[src/rtl/fetch_ctrl.sv]
`default_nettype none
// ============================================================================
// Module   : fetch_ctrl
// Brief    : Next-PC selection and IF/ID pipeline register with stall and
//            branch/jump redirect. Optional perf counters under FETCH_PERF_EN.
// Revision : 1.0 - initial release
// ============================================================================
module fetch_ctrl #(
    parameter logic [31:0] RESET_VEC = 32'h0000_0000,
    parameter logic [31:0] NOP_INSTR = 32'h0000_0000,
    parameter int          CNT_W     = 32
) (
    input  logic        clk_i,
    input  logic        rst_i,
    input  logic        start_i,
    input  logic [31:0] pc_i,
    input  logic [31:0] instr_i,
    input  logic        hd_i,
    input  logic        branch_i,
    input  logic [31:0] branch_addr_i,
    input  logic        jump_i,
    input  logic [31:0] jump_addr_i,
    output logic [31:0] pc_next_o,
    output logic [31:0] instr_o,
    output logic [31:0] pc4_o,
    output logic        valid_o,
    output logic        flush_o
`ifdef FETCH_PERF_EN
    ,
    output logic [CNT_W-1:0] fetch_cnt_o,
    output logic [CNT_W-1:0] stall_cnt_o,
    output logic [CNT_W-1:0] flush_cnt_o
`endif
);

    typedef enum logic [0:0] {
        IDLE = 1'b0,
        RUN  = 1'b1
    } state_t;

    localparam logic [31:0] c_ALIGN_MASK = 32'hFFFF_FFFC;

    state_t      r_state;
    state_t      w_state_next;
    logic [31:0] w_pc4;
    logic [31:0] w_pc_next_raw;
    logic        w_flush;
    logic        w_load;
    logic        w_stall;
    logic [31:0] r_instr;
    logic [31:0] r_pc4;
    logic        r_valid;

    assign w_pc4 = pc_i + 32'd4;

    always_comb begin
        w_state_next  = r_state;
        w_pc_next_raw = RESET_VEC;
        w_flush       = 1'b0;
        w_load        = 1'b0;
        w_stall       = 1'b0;
        case (r_state)
            IDLE: begin
                if (start_i) w_state_next = RUN;
            end
            RUN: begin
                // Stall outranks redirect: the branch is re-presented once hd_i drops.
                if (hd_i) begin
                    w_pc_next_raw = pc_i;
                    w_stall       = 1'b1;
                end else if (jump_i) begin
                    w_pc_next_raw = jump_addr_i;
                    w_flush       = 1'b1;
                end else if (branch_i) begin
                    w_pc_next_raw = branch_addr_i;
                    w_flush       = 1'b1;
                end else begin
                    w_pc_next_raw = w_pc4;
                    w_load        = 1'b1;
                end
            end
            default: w_state_next = IDLE;
        endcase
    end

    always_ff @(posedge clk_i or posedge rst_i) begin
        if (rst_i) r_state <= IDLE;
        else       r_state <= w_state_next;
    end

    always_ff @(posedge clk_i or posedge rst_i) begin
        if (rst_i) begin
            r_instr <= NOP_INSTR;
            r_pc4   <= 32'd0;
            r_valid <= 1'b0;
        end else if (r_state == IDLE) begin
            r_instr <= NOP_INSTR;
            r_valid <= 1'b0;
        end else if (w_flush) begin
            r_instr <= NOP_INSTR;
            r_pc4   <= w_pc4;
            r_valid <= 1'b0;
        end else if (w_load) begin
            r_instr <= instr_i;
            r_pc4   <= w_pc4;
            r_valid <= 1'b1;
        end
    end

    assign pc_next_o = w_pc_next_raw & c_ALIGN_MASK;
    assign instr_o   = r_instr;
    assign pc4_o     = r_pc4;
    assign valid_o   = r_valid;
    assign flush_o   = w_flush;

`ifdef FETCH_PERF_EN
    logic [CNT_W-1:0] r_fetch_cnt;
    logic [CNT_W-1:0] r_stall_cnt;
    logic [CNT_W-1:0] r_flush_cnt;

    always_ff @(posedge clk_i or posedge rst_i) begin
        if (rst_i) begin
            r_fetch_cnt <= '0;
            r_stall_cnt <= '0;
            r_flush_cnt <= '0;
        end else begin
            if (w_load)  r_fetch_cnt <= r_fetch_cnt + 1'b1;
            if (w_stall) r_stall_cnt <= r_stall_cnt + 1'b1;
            if (w_flush) r_flush_cnt <= r_flush_cnt + 1'b1;
        end
    end

    assign fetch_cnt_o = r_fetch_cnt;
    assign stall_cnt_o = r_stall_cnt;
    assign flush_cnt_o = r_flush_cnt;
`endif

endmodule
`default_nettype wire

[config.mk]
export PLATFORM = sky130hd
export DESIGN_NAME = fetch_ctrl
export DESIGN_NICKNAME = d
export VERILOG_FILES = /design/src/rtl/fetch_ctrl.sv
export SDC_FILE = /design/constraint.sdc
export NUM_CORES = 1
export LEC_CHECK = 0
export ABC_AREA = 1
export ABC_CLOCK_PERIOD_IN_PS = 5800
export CAP_MARGIN = 10
export CORE_ASPECT_RATIO = 0.75
export CORE_UTILIZATION = 25
export CTS_BUF_LIST = sky130_fd_sc_hd__clkbuf_2
export CTS_CLUSTER_SIZE = 24
export DETAILED_ROUTE_END_ITERATION = 7
export DONT_BUFFER_PORTS = 1
export GPL_TIMING_DRIVEN = 0
export PLACE_DENSITY_LB_ADDON = 0.05
export SYNTH_ARGS = -nofsm -noshare
export SYNTH_HDL_FRONTEND = slang
export SYNTH_SLANG_ARGS = --single-unit
[constraint.sdc]
create_clock -name clk_i -period 5.8 [get_ports clk_i]
set_input_delay 0.58 -clock clk_i [delete_from_list [all_inputs] [get_ports clk_i]]
set_output_delay 0.58 -clock clk_i [all_outputs]
set_load 0.01 [all_outputs]
==> metrics.cfg <==
[clock_tree]
cts_inserted_buffers=9
cts_tree=built
postCtsSetupRepairBufs=0
cts.sinks=66
clock_path_buffers=2
root_buffer=clkbuf_2
clk_pin_slew_ps=190
clock_latency_ps=570
h-tree-depth=3

[die]
rows=40
die_w_um=151.7
core-area_um2=16220
fp.dieH_um=114.3
die-area_um2=17330
io_pins=232
initial_utilization=0.2590

[synth]
ys_seq_elements=66
ys.flop_type=dfrtp_1
ys_seq_area_frac=0.3932
yosys_warnings=0
synthCells=597
async_reset_ff_frac=1.000
synth_enable_flop_cells=0
syn-cell-area_um2=4200
synthDistinctLibCells=27
syn_area_per_cell_um2=7.036

[placement]
port_buffers=0
dp_hpwl_um=13740
placed_area_um2=4497
pre_cts_ws_ps=2982
place.gp.congestion=0.8079

[sta]
slew_viol_final=0
fin_skew_ps=23.46
setup_viol_count_final=0
worst_slew_pin_slew_ps=733.6
finalHoldViolCount=0
whs_ps=124.7
fmax_ghz=0.3294
rsz0062_at_grt=no
final.min_clock_period_ps=3036
relSlewSlack=0.5109
min_period_over_period=0.5234
setup_tns_ps=0
layout_setup_ws_ps=2764

[worst_setup_path]
slowest_stage=clkbuf_1
crit_buf_inv=3
crit_chain=inv_1 -> nor2_1 -> buf_2 -> clkbuf_1 -> o211ai_1 -> nand2_1
cpPeakStageDelay_ps=530
worstPathArrival_ps=2460
critPathMaxFanout=10
crit_path_end_kind=output port
critPathLaunchType=flip-flop
cp_data_required_time_ps=5220
path_class=flip-flop to output port
path_delay_family=buffers and inverters

[grt]
grt_pass1_wl_um=25450
antenna_found_initial=1
gr-total-overflow=0
grt_pass1_vias=4060
grt_max_degree=45
gr-usage-all-layers=0.2029

[route]
drt-total-wl_um=17290
wl_per_cell_um=20.90
vias=4164
dr.pass1.iters=4
dr.first_iter.drc_count=164
ant_nets=0
drc=0
viasPerCell=5.035

[flow_run]
max_cap_violations=0

[pwr]
p_per_area_nw_per_um2=221.0
p_leak_nw=2.078
ir_drop_v=0.00008436

[outcome]
status=complete, no violations

[hold_path]
min_path_type=input port to flip-flop

[finish]
n_fill_cell=1856
area_growth_pct=9.920
design_area_um2=4617
num-nets-final=746
drive_above_1_share=0.07468

-- logic make-up after synthesis --
group / synth area share
AO/OA/AOI/OAI: 0.1761
buffers and inverters: 0.06553
flip-flops: 0.3932
XOR/XNOR: 0.03128
adder cells (fa/ha/maj): 0.002978
AND/OR/NAND/NOR: 0.3301
other: 0.0008928
-- state kept, by name, summed over array words and instances (netlist names) --
name	cells
valid_o	1
instr_o	32
pc4_o	32
r_state	1
-- layout by cell type (no fill, tap or decap), drive strengths merged --
master / instances
clkinvlp: 2
o211ai: 3
o22ai: 1
nand3: 26
a21oi: 15
nor2: 98
xnor2: 11
and2: 2
a22o: 1
a31oi: 13
dlygate4sd3: 1
o21ai: 40
a211oi: 2
ha: 1
inv: 29
diode: 1
a32o: 33
bufinv: 1
buf: 13
dfrtp: 66
or2: 2
clkinv: 5
xor2: 4
conb: 2
clkbuf: 35
nand2: 210
-- synthesized netlist by cell type (2+ instances only) --
library cell,instances,area share
a32o_1,33,0.079
a21oi_1,15,0.018
nand2_2,5,0.0074
o211ai_1,3,0.0054
nor2_2,4,0.0060
nor2_1,87,0.078
xnor2_1,11,0.023
buf_4,2,0.0036
o21ai_0,32,0.038
buf_2,10,0.012
clkinv_1,2,0.0018
xor2_1,4,0.0083
and2_1,2,0.0030
a31oi_1,13,0.019
o21ai_1,8,0.0095
or2_2,2,0.0030
inv_1,29,0.026
dfrtp_1,66,0.39
nor2_4,7,0.019
clkbuf_1,25,0.022
nand2_1,205,0.18
nand3_1,26,0.031
a211oi_1,2,0.0036
-- worst reg2reg max path, stage by stage, from the launching register on --
cell      delay, ps
dfrtp_1         410
inv_1            50
nor2_1          230
buf_2           350
clkbuf_1        530
nor2_1           80
a31oi_1         180
-- power by group --
part | leakage [nW] | internal (mW) | switching (mW)
Combinational | 1.19 | 0.0618 | 0.133
Clock | 0.0630 | 0.0972 | 0.188
Sequential | 0.829 | 0.494 | 0.0453
Total | 2.08 | 0.653 | 0.367
-- metal layers --
layer | part of all wire | up-vias | GRT usage
met4 | 0.0075 | 0 | 0.03366
li1 | - | 1988 | -
met2 | 0.43 | 173 | 0.3048
met3 | 0.081 | 11 | 0.06016
met5 | 0 | - | 0
met1 | 0.48 | 1992 | 0.2886
-- worst paths after layout --
path / from / end / slack, ps / cells past startpoint
min in group asynchronous: rst_i / pc4_o[30] / 440 / 2
setup reg to reg: r_state / pc4_o[26] / 3940 / 6
hold / removal: start_i / r_state / 120 / 1
max in group asynchronous: rst_i / pc4_o[11] / 4790 / 3
hold reg to reg: r_state / r_state / 530 / 1
setup / recovery: r_state / pc_next_o[8] / 2760 / 6
-- through the flow --
stage,util,power [mW],cells
after floorplan,-,0.6808,598
after global placement,0.2755,0.7405,808
after detailed placement,0.2773,0.7464,809
after CTS,0.2846,1.040,826
after global routing,0.2847,1.090,827
final,0.2847,1.020,827
-- layout make-up --
| class | instances | area, µm² | share of cell area |
|---|---|---|---|
| clock inverters | 6 | 57.56 | 0.01247 |
| repair buffers | 2 | 37.54 | 0.008130 |
| plain buffers | 37 | 158.9 | 0.03442 |
| clock buffers | 10 | 50.05 | 0.01084 |
| well taps | 210 | 262.8 | 0.05691 |
| diodes | 1 | 2.502 | 0.0005420 |
| inverters | 31 | 118.9 | 0.02575 |
| flip-flops and latches | 66 | 1652 | 0.3577 |
| multi-input cells | 464 | 2277 | 0.4932 |
-- timing repair --
| action | in CTS | in global routing |
|---|---|---|
| endpoints found under the setup margin | 0 | 0 |
| hold endpoints to repair | 22 | 0 |
| resized for setup | 0 | 0 |
| hold buffers | 1 | 0 |
(Power assumes the default switching activity.)
